### src/rtl/ooo_pkg.sv
// Shared types for the out-of-order front end: opcodes, decoded control bits,
// buffered instruction entries and the dispatch issue payload.
package ooo_pkg;

  localparam int unsigned REG_W = 5;
  localparam int unsigned IMM_W = 16;

  localparam logic [5:0] OP_NOP  = 6'b000000;
  localparam logic [5:0] OP_ADD  = 6'b000001;
  localparam logic [5:0] OP_SUB  = 6'b000010;
  localparam logic [5:0] OP_ADDI = 6'b001000;
  localparam logic [5:0] OP_LW   = 6'b100011;
  localparam logic [5:0] OP_SW   = 6'b101011;
  localparam logic [5:0] OP_HALT = 6'b110001;

  typedef struct packed {
    logic is_dispatch;
    logic write_rd;
    logic reg_dest;
    logic mem_wen;
    logic mem_ren;
    logic read_rs;
    logic read_rt;
  } dec_ctrl_t;

  typedef struct packed {
    logic [5:0]       opcode;
    logic [REG_W-1:0] rs;
    logic [REG_W-1:0] rt;
    logic [REG_W-1:0] rd;
    logic [IMM_W-1:0] imm;
    dec_ctrl_t        ctrl;
  } fifo_entry_t;

  typedef struct packed {
    logic [5:0]       opcode;
    logic [REG_W-1:0] rs;
    logic [REG_W-1:0] rt;
    logic [REG_W-1:0] dst;
    logic [IMM_W-1:0] imm;
    logic             dst_en;
    logic             mem_wen;
    logic             mem_ren;
  } issue_payload_t;

  // Loads and stores go to the LSQ, everything else to the ALU RS.
  function automatic logic is_mem_op(dec_ctrl_t c);
    return c.mem_wen | c.mem_ren;
  endfunction

endpackage

### src/rtl/dispatch_fifo.sv
// Small in-order instruction buffer with push/pop/flush; depth must be a
// power of two so the pointers wrap naturally.
module dispatch_fifo
  import ooo_pkg::*;
#(
  parameter int unsigned FIFO_DEPTH = 2,
  parameter int unsigned CNT_W      = $clog2(FIFO_DEPTH) + 1,
  parameter type         entry_t    = fifo_entry_t
) (
  input  logic             clk,
  input  logic             rst_n,
  input  logic             flush,
  input  logic             push,
  input  entry_t           push_data,
  input  logic             pop,
  output entry_t           head,
  output logic             head_valid,
  output logic [CNT_W-1:0] count
);

  localparam int unsigned PTR_W = $clog2(FIFO_DEPTH);

  entry_t             mem_q [FIFO_DEPTH];
  logic [PTR_W-1:0]   wr_ptr_q;
  logic [PTR_W-1:0]   rd_ptr_q;
  logic [CNT_W-1:0]   count_q;
  logic               do_push;
  logic               do_pop;

  // Guard against overflow/underflow even if the caller misbehaves.
  always_comb begin
    do_pop     = pop & (count_q != '0);
    do_push    = push & (count_q != CNT_W'(FIFO_DEPTH));
    head_valid = (count_q != '0);
    head       = mem_q[rd_ptr_q];
    count      = count_q;
  end

  // Storage, pointers and occupancy; flush drops every entry.
  always_ff @(posedge clk or negedge rst_n) begin
    if (!rst_n) begin
      for (int i = 0; i < FIFO_DEPTH; i++) mem_q[i] <= '0;
      wr_ptr_q <= '0;
      rd_ptr_q <= '0;
      count_q  <= '0;
    end else if (flush) begin
      wr_ptr_q <= '0;
      rd_ptr_q <= '0;
      count_q  <= '0;
    end else begin
      if (do_push) begin
        mem_q[wr_ptr_q] <= push_data;
        wr_ptr_q        <= wr_ptr_q + PTR_W'(1);
      end
      if (do_pop) rd_ptr_q <= rd_ptr_q + PTR_W'(1);
      count_q <= count_q + CNT_W'(do_push) - CNT_W'(do_pop);
    end
  end

endmodule

### src/rtl/dispatch_unit.sv
// In-order dispatch stage: buffers decoded instructions, checks RAW/WAW hazards
// against a register busy scoreboard and issues to the ALU RS or the LSQ.
// Optional macro DISPATCH_CDB_BYPASS_EN lets a consumer issue in the same
// cycle as the CDB broadcast that clears its source/destination register.
module dispatch_unit #(
  parameter int unsigned NUM_REGS    = 32,
  parameter int unsigned REG_W       = 5,
  parameter int unsigned IMM_W       = 16,
  parameter int unsigned FIFO_DEPTH  = 2,
  parameter int unsigned STALL_CNT_W = 16
) (
  input  logic                   clk,
  input  logic                   rst_n,
  input  logic                   flush,
  input  logic                   in_valid,
  output logic                   in_ready,
  input  logic [5:0]             in_opcode,
  input  logic [REG_W-1:0]       in_rs,
  input  logic [REG_W-1:0]       in_rt,
  input  logic [REG_W-1:0]       in_rd,
  input  logic [IMM_W-1:0]       in_imm,
  input  logic                   in_is_dispatch,
  input  logic                   in_write_rd,
  input  logic                   in_reg_dest,
  input  logic                   in_mem_wen,
  input  logic                   in_mem_ren,
  input  logic                   in_read_rs,
  input  logic                   in_read_rt,
  input  logic                   cdb_valid,
  input  logic [REG_W-1:0]       cdb_reg,
  output logic                   alu_valid,
  input  logic                   alu_ready,
  output logic                   mem_valid,
  input  logic                   mem_ready,
  output logic [5:0]             out_opcode,
  output logic [REG_W-1:0]       out_rs,
  output logic [REG_W-1:0]       out_rt,
  output logic [REG_W-1:0]       out_dst,
  output logic [IMM_W-1:0]       out_imm,
  output logic                   out_dst_en,
  output logic                   out_mem_wen,
  output logic                   out_mem_ren,
  output logic                   halted,
  output logic [STALL_CNT_W-1:0] stall_cnt
);

  import ooo_pkg::*;

  localparam int unsigned CNT_W = $clog2(FIFO_DEPTH) + 1;

  typedef enum logic [0:0] {StRun, StHalted} state_e;

  state_e                   state_q;
  logic                     halted_q;
  logic                     rdy_q;
  logic [NUM_REGS-1:0]      busy_q;
  logic [NUM_REGS-1:0]      busy_d;
  logic [STALL_CNT_W-1:0]   stall_q;

  fifo_entry_t              in_entry;
  fifo_entry_t              head;
  logic                     head_valid;
  logic [CNT_W-1:0]         count;
  logic                     push;
  logic                     pop;

  logic [REG_W-1:0]         dst;
  logic                     dst_en;
  logic                     to_mem;
  logic                     run;
  logic [NUM_REGS-1:0]      cdb_dec;
  logic [NUM_REGS-1:0]      busy_eff;
  logic                     haz;
  logic                     issue;
  logic                     stall_inc;
  issue_payload_t           payload;

  // Pack the decoder fields into a buffer entry.
  always_comb begin
    in_entry                  = '0;
    in_entry.opcode           = in_opcode;
    in_entry.rs               = in_rs;
    in_entry.rt               = in_rt;
    in_entry.rd               = in_rd;
    in_entry.imm              = in_imm;
    in_entry.ctrl.is_dispatch = in_is_dispatch;
    in_entry.ctrl.write_rd    = in_write_rd;
    in_entry.ctrl.reg_dest    = in_reg_dest;
    in_entry.ctrl.mem_wen     = in_mem_wen;
    in_entry.ctrl.mem_ren     = in_mem_ren;
    in_entry.ctrl.read_rs     = in_read_rs;
    in_entry.ctrl.read_rt     = in_read_rt;
  end

  dispatch_fifo #(
    .FIFO_DEPTH (FIFO_DEPTH),
    .CNT_W      (CNT_W),
    .entry_t    (fifo_entry_t)
  ) u_fifo (
    .clk        (clk),
    .rst_n      (rst_n),
    .flush      (flush),
    .push       (push),
    .push_data  (in_entry),
    .pop        (pop),
    .head       (head),
    .head_valid (head_valid),
    .count      (count)
  );

  // Head decode, hazard detection, issue handshake and input acceptance.
  always_comb begin
    run    = (state_q == StRun);
    dst    = head.ctrl.write_rd ? head.rd : head.rt;
    dst_en = head.ctrl.reg_dest & (dst != '0);
    to_mem = is_mem_op(head.ctrl);

    cdb_dec          = '0;
    cdb_dec[cdb_reg] = cdb_valid;
`ifdef DISPATCH_CDB_BYPASS_EN
    busy_eff = busy_q & ~cdb_dec;
`else
    busy_eff = busy_q;
`endif
    busy_eff[0] = 1'b0;

    haz = (head.ctrl.read_rs & busy_eff[head.rs]) |
          (head.ctrl.read_rt & busy_eff[head.rt]) |
          (dst_en & busy_eff[dst]);

    issue     = head_valid & head.ctrl.is_dispatch & ~haz & run & ~flush;
    alu_valid = issue & ~to_mem;
    mem_valid = issue & to_mem;
    stall_inc = head_valid & head.ctrl.is_dispatch & haz;

    // Non-dispatch heads retire silently; dispatch heads retire on handshake.
    if (head.ctrl.is_dispatch) pop = (alu_valid & alu_ready) | (mem_valid & mem_ready);
    else                       pop = head_valid & run & ~flush;

    in_ready = rdy_q & (count < CNT_W'(FIFO_DEPTH)) & run & ~flush;
    push     = in_valid & in_ready;
  end

  // Issue payload comes straight from the head; zero when the buffer is empty.
  always_comb begin
    payload = '0;
    if (head_valid) begin
      payload.opcode  = head.opcode;
      payload.rs      = head.rs;
      payload.rt      = head.rt;
      payload.dst     = dst;
      payload.imm     = head.imm;
      payload.dst_en  = dst_en;
      payload.mem_wen = head.ctrl.mem_wen;
      payload.mem_ren = head.ctrl.mem_ren;
    end
    out_opcode  = payload.opcode;
    out_rs      = payload.rs;
    out_rt      = payload.rt;
    out_dst     = payload.dst;
    out_imm     = payload.imm;
    out_dst_en  = payload.dst_en;
    out_mem_wen = payload.mem_wen;
    out_mem_ren = payload.mem_ren;
    halted      = halted_q;
    stall_cnt   = stall_q;
  end

  // Scoreboard next state: CDB clears first so a new producer of the same reg wins.
  always_comb begin
    busy_d = busy_q;
    if (flush) begin
      busy_d = '0;
    end else begin
      busy_d = busy_d & ~cdb_dec;
      if (pop & head.ctrl.is_dispatch & dst_en) busy_d[dst] = 1'b1;
    end
    busy_d[0] = 1'b0;
  end

  // Busy bits register.
  always_ff @(posedge clk or negedge rst_n) begin
    if (!rst_n) busy_q <= '0;
    else        busy_q <= busy_d;
  end

  // Run/halt FSM with registered halted flag.
  always_ff @(posedge clk or negedge rst_n) begin
    if (!rst_n) begin
      state_q  <= StRun;
      halted_q <= 1'b0;
    end else if (flush) begin
      state_q  <= StRun;
      halted_q <= 1'b0;
    end else if (run && pop && head.opcode == OP_HALT) begin
      state_q  <= StHalted;
      halted_q <= 1'b1;
    end
  end

  // Hold in_ready low until the first edge after reset release.
  always_ff @(posedge clk or negedge rst_n) begin
    if (!rst_n) rdy_q <= 1'b0;
    else        rdy_q <= 1'b1;
  end

  // Saturating hazard-stall counter; flush does not clear it.
  always_ff @(posedge clk or negedge rst_n) begin
    if (!rst_n)                        stall_q <= '0;
    else if (stall_inc && stall_q != '1) stall_q <= stall_q + STALL_CNT_W'(1);
  end

endmodule

### config.mk
export PLATFORM = sky130hd
export DESIGN_NAME = dispatch_unit
export DESIGN_NICKNAME = d
export VERILOG_FILES = /design/src/rtl/ooo_pkg.sv /design/src/rtl/dispatch_fifo.sv /design/src/rtl/dispatch_unit.sv
export SDC_FILE = /design/constraint.sdc
export NUM_CORES = 1
export LEC_CHECK = 0
export ABC_AREA = 1
export BUFFER_PORTS_ARGS = -buffer_cell sky130_fd_sc_hd__buf_2
export CAP_MARGIN = 20
export CORE_ASPECT_RATIO = 0.5
export CORE_MARGIN = 2
export CORE_UTILIZATION = 52
export CTS_CLUSTER_DIAMETER = 60
export DETAILED_ROUTE_END_ITERATION = 7
export PLACE_DENSITY = 0.81
export SLEW_MARGIN = 10
export SYNTH_ARGS = -nofsm -noshare
export SYNTH_HDL_FRONTEND = slang
export SYNTH_SLANG_ARGS = --single-unit
### constraint.sdc
create_clock -name clk -period 3.1 [get_ports clk]
set_clock_uncertainty 0.15 [all_clocks]
set_input_delay 0.62 -clock clk [delete_from_list [all_inputs] [get_ports clk]]
set_output_delay 0.62 -clock clk [all_outputs]
set_load 0.01 [all_outputs]
==> flow_summary.ini, run 1 <==
[status]
outcome = complete, but fails checks
violations = setup timing

[timing]
setup_tns_ps = -2990
slew_violations = 0
period_share = 1.13
setup_viol_count_final = 35
final_hold_viol_count = 0
fmaxAchievable_ghz = 0.284
rsz0062_at_grt = yes
slew_headroom = 0.563
tightest_slew_ps = 656
fin_ws_ps = -416
timing.hold.ws_ps = 33.6
min_period_ps = 3520

[yosys]
synthArstFlopShare = 1.00
syn_nets = 1176
synth.distinct_cells = 35
synth-edff-count = 0
netlist_area_mm2 = 0.00808
synthCells = 1117
ys.flop_type = dfrtp_1
synth-seq-area-share = 0.437
ys_ff_latch = 141
syn_avg_cell_area_um2 = 7.24
ys_warn_count = 0

[global_routing]
grt-ovfl-total = 0
grt_pass1_wl_um = 41100
grt_pass1_vias = 8042
grt_max_degree = 70
antenna_found_initial = 0
track_usage = 0.315

[layout]
multi_input_area_mm2 = 0.00440
layout-drive-gt1-share = 0.292
area.sequential_mm2 = 0.00353
final_area_mm2 = 0.0107
area_growth_syn_to_layout_pct = 32.5
stdcell_count = 1507
final_common_cell = nand2_1
nFillCells = 1186
fin_nets = 1349
layout_common_cells = nand2_1 (292), dfrtp_1 (140), o21ai_0 (127)
diodes = 0

[drt]
via_count = 8679
routed_wl_um = 27700
remaining_drc_errors = 0
initialDrtViolationCount = 1051
ant_nets = 0
wl_per_cell_um = 18.4
drt_first_pass_iters = 5
viasPerCell = 5.76

[floorplan]
initial_utilization = 0.528
dieHeight_um = 92.2
die_w_um = 180
ios = 116
rows = 32
core_area_mm2 = 0.0153
die_area_mm2 = 0.0166

[power_and_ir_drop]
vdd_drop_max_mv = 0.615
power_density_mw_per_mm2 = 1030
leakage_uw = 0.00526

[clock_network]
clk_path_buf_depth = 2
cts_made_buffers = 17
root_buffer = clkbuf_16
clock-sinks = 141
cts_max_level = 4
clock_latency_ps = 430
path_clk_slew_ps = 60
tritoncts = built

[placed_design]
post-place-ws_ps = 0.340
placement.io_buffers = 115
dpl-instance-area_mm2 = 0.00912
placed_cells = 1440
gp_congestion = 1.03
hpwl_um = 16900

[worst_setup_path]
cp_cell_sequence = inv_4 > buf_6 > nand2_4 > nand2_4 > nand2_8 > buf_6 > nand3_1 > nand2_1 > nand2_1 > nand2_1 > nand2_1 > nand2_1 > nor2_2 > nand2_1 > nor2_2 > nor2_4 > buf_6 > nand2_4 > nor2_2 > buf_2
critPathCaptureType = output port
arrival_ps = 2750
cp_slowest_cell = dfrtp_2
required_ps = 2330
startpoint_type = flip-flop
cp_top_family = simple AND/OR/NAND/NOR gates
critPathMostFrequentCell = nand2_1
max_stage_delay_ps = 490
critPathKind = reg -> out
cp_num_buf_inv = 5
crit_fanout = 6

[run]
cap_violations = 0

[min_path]
holdCritPathClass = in -> async
sequential cells by signal, indices dropped and copies added, names as in the netlist:
register	flops
u_fifo.count	2
halted	1
u_fifo.wr_ptr_q	1
stall_cnt	16
u_fifo.rd_ptr_q	1
rdy_q	1
u_fifo.mem_q	88
busy_q	31
area by class of cell:
class                   instances  area share
multi-input cells             797       0.410
clock inverters                12      0.0127
clock buffers                  20      0.0417
well taps                     204      0.0238
repair buffers                200       0.134
flip-flops and latches        141       0.330
inverters                     133      0.0481
logic make-up (layout without fill, tap and decap cells):
group | Yosys count | in the layout | synth area share
AND/OR/NAND/NOR | 583 | 585 | 0.314
buffers and inverters | 182 | 365 | 0.0954
AO/OA/AOI/OAI | 181 | 182 | 0.120
flip-flops | 141 | 141 | 0.437
XOR/XNOR | 17 | 17 | 0.0184
multiplexers | 9 | 9 | 0.0111
adder cells (fa/ha/maj) | 3 | 3 | 0.00464
other | 1 | 1 | 0.000464
final timing paths:
| kind | cells past startpoint | end | slack [ps] | start |
|---|---|---|---|---|
| min in group clk | 3 | u_fifo.mem_q[63] | 310 | in_imm[12] |
| min | 1 | u_fifo.mem_q[55] | 30 | rst_n |
| max | 20 | alu_valid | -420 | u_fifo.rd_ptr_q |
| max in group asynchronous | 2 | busy_q[17] | 1910 | rst_n |
| max reg2reg | 26 | u_fifo.count[1] | -300 | u_fifo.rd_ptr_q |
| min reg2reg | 2 | u_fifo.mem_q[86] | 330 | u_fifo.mem_q[86] |
per-layer routing:
metal,up-vias,global-route usage,part of all wire
met3,105,0.0667,0.096
met2,516,0.484,0.45
met5,-,0,0
li1,3909,-,-
met4,0,0.147,0.046
met1,4149,0.428,0.41
Yosys cell counts (2+ instances only):
master	number	share of area
xnor2_1	5	0.0054
dfrtp_1	141	0.44
inv_2	4	0.0019
mux2i_1	9	0.011
inv_1	128	0.059
buf_1	3	0.0014
buf_8	2	0.0037
o21ai_0	127	0.079
nor2_1	84	0.039
a21oi_1	41	0.025
nor2_4	3	0.0042
nand3_2	10	0.012
nand4_1	22	0.017
clkbuf_1	31	0.014
nand2_1	339	0.16
nand2_4	3	0.0042
nor2_2	3	0.0023
ha_1	3	0.0046
nor3b_1	2	0.0019
a21oi_2	9	0.0098
or2_2	2	0.0015
buf_2	5	0.0031
nor3_1	6	0.0037
o21ai_4	2	0.0040
nand2_2	15	0.012
xor2_1	12	0.013
buf_6	7	0.0098
nand3_1	92	0.057
where the power goes:
part / total (uW) / internal, uW / switching (uW)
Sequential: 2680 / 2340 / 345
Clock: 2060 / 1220 / 846
Combinational: 6240 / 2400 / 3840
repair_timing:
| item | 4_1_cts | 5_1_grt |
|---|---|---|
| hold buffers | 0 | 0 |
| gates resized for setup | 42 | 121 |
| buffers inserted | 15 | 12 |
| pin swaps | 22 | 43 |
| setup endpoints to repair | 4 | 48 |
| cloned | 2 | 7 |
metrics by stage:
step	total power (uW)	utilization
2_1_floorplan	5520	-
3_3_place_gp	7040	0.596
3_5_place_dp	7130	0.596
4_1_cts	9760	0.654
5_1_grt	11600	0.700
6_report	11000	0.700
No activity file was read; power rests on OpenSTA's default activity.
==> run 2, diff against run 1 <==
--- a/config.mk
+++ b/config.mk
@@ -10,10 +10,10 @@
 export CAP_MARGIN = 20
 export CORE_ASPECT_RATIO = 0.5
 export CORE_MARGIN = 2
-export CORE_UTILIZATION = 52
+export CORE_UTILIZATION = 60
 export CTS_CLUSTER_DIAMETER = 60
 export DETAILED_ROUTE_END_ITERATION = 7
-export PLACE_DENSITY = 0.81
+export PLACE_DENSITY = 0.88
 export SLEW_MARGIN = 10
 export SYNTH_ARGS = -nofsm -noshare
 export SYNTH_HDL_FRONTEND = slang
==> constraint.sdc (replaced) <==
create_clock -name clk -period 4.5 [get_ports clk]
set_clock_uncertainty 0.15 [all_clocks]
set_input_delay 0.9 -clock clk [delete_from_list [all_inputs] [get_ports clk]]
set_output_delay 0.9 -clock clk [all_outputs]
set_load 0.01 [all_outputs]
==> run 2 against run 1 <==
Net effect:
- the flow now finishes without violations
- hold slack improved by 150 ps
- register-to-register slack improved by 990 ps
- sequential cell count did not move
- die area fell by 13%
- cell count fell by 7.4%
- design area fell by 13%
- non-clock buffer count fell by 74
- clock-buffer cell count fell by 3
- sequential power fell by 31%
- via count fell by 6.4%
- critical path type unchanged
- largest cell class unchanged
- largest power group unchanged
==> flow_summary.ini, run 2 (synthesis results as in run 1) <==
[drt]
via_count = 8124
remaining_drc_errors = 0
initialDrtViolationCount = 1007
viasPerCell = 5.82
drt_first_pass_iters = 5
wl_per_cell_um = 16.8
routed_wl_um = 23400
ant_nets = 0

[timing]
rsz0062_at_grt = no
slew_headroom = 0.315
fmaxAchievable_ghz = 0.237
fin_ws_ps = 279
final_hold_viol_count = 0
timing.hold.ws_ps = 181
min_period_ps = 4220
tightest_slew_ps = 1030
period_share = 0.938
setup_viol_count_final = 0
setup_tns_ps = 0
slew_violations = 0

[worst_setup_path]
r2r_end = u_fifo.count[1]
crit_fanout = 17
required_ps = 3450
arrival_ps = 3170
r2r_cells = 23
startpoint_type = flip-flop
critPathKind = reg -> out
critPathCaptureType = output port
crit-reg2reg-launch = u_fifo.rd_ptr_q
rrSetupSlack_ps = 690

[global_routing]
grt_max_degree = 115
grt_pass1_wl_um = 38200
grt_pass1_vias = 7526
track_usage = 0.335
grt-ovfl-total = 0
antenna_found_initial = 0

[clock_network]
root_buffer = clkbuf_16
cts_setup_buffers = 0
post_cts_resized = 0
clk_path_buf_depth = 2
cts_made_buffers = 17
hold_buffers = 0
tritoncts = built
path_clk_slew_ps = 70
clock-sinks = 141
clock_latency_ps = 420
cts_max_level = 4

[layout]
largest_reg_flops = 88
regMostFlops = u_fifo.mem_q
nFillCells = 1002
final_common_cell = nand2_1
diodes = 0
area_growth_syn_to_layout_pct = 15.4
fin_nets = 1272
layout-drive-gt1-share = 0.175
layout_common_cells = nand2_1 (337), dfrtp_1 (140), inv_1 (128)

[floorplan]
rows = 29
core_area_mm2 = 0.0129
die_area_mm2 = 0.0145
ios = 116
initial_utilization = 0.626
dieHeight_um = 86.1
die_w_um = 168

[placed_design]
post-place-ws_ps = 542
placement.io_buffers = 115
hpwl_um = 16200
gp_congestion = 0.979

[min_path]
holdCritPathClass = in -> async

[status]
outcome = complete, no violations

[power_and_ir_drop]
power_density_mw_per_mm2 = 652
vdd_drop_max_mv = 0.322
leakage_uw = 0.00472

[run]
cap_violations = 0
run 2: worst max-delay path by stage:
stage,start,end,slack (ps),cells past startpoint
global route,u_fifo.rd_ptr_q,mem_valid,70,17
detailed placement,u_fifo.rd_ptr_q,u_fifo.count[1],540,24
floorplan,u_fifo.rd_ptr_q,alu_valid,1510,14
CTS,u_fifo.rd_ptr_q,mem_valid,90,18
finish,u_fifo.rd_ptr_q,mem_valid,280,17
global placement,u_fifo.rd_ptr_q,alu_valid,760,18
run 2: metrics by stage:
stage          power (uW)  cell area (um2)   util  std cells
2_1_floorplan        3800             8080      -       1117
3_3_place_gp         4470             8690  0.673       1363
3_5_place_dp         4560             8690  0.673       1363
4_1_cts              6000             9290  0.719       1395
5_1_grt              6460             9330  0.722       1396
6_report             6080             9330  0.722       1396
run 2: area by class of cell:
type / count / area, um2 / share of cell area
Timing Repair Buffer: 126 / 688 / 0.0738
Inverter: 133 / 504 / 0.0541
Clock buffer: 17 / 425 / 0.0456
Multi-Input combinational cell: 794 / 3800 / 0.407
Sequential cell: 141 / 3530 / 0.379
Clock inverter: 15 / 166 / 0.0178
Tap cell: 170 / 213 / 0.0228
run 2: critical path, stage by stage, from the launching register on:
cell     delay (ps)
dfrtp_4         560
inv_4           140
nand2_1         100
nand2_2         200
nand2_2         220
nand2_4         190
nor2_4          270
inv_1           120
nor2_1          110
nor2_1           50
nand2_1          50
nand2_1          70
nand2_1         100
nor2_2           60
nor2_4          170
nand2_1         100
nor2_1          100
buf_2           130
run 2: layer usage:
layer  up-vias  share of wire  global-route usage
li1       3748              -                   -
met1      3846           0.42               0.452
met2       454           0.46               0.545
met3        76          0.090              0.0711
met4         0          0.029               0.121
met5         -              0                   0
run 2: power breakdown:
part | switching (uW) | leakage (uW) | internal [uW]
Clock | 635 | 0.000287 | 791
Combinational | 1960 | 0.00258 | 838
Sequential | 240 | 0.00185 | 1610
Total | 2840 | 0.00472 | 3240
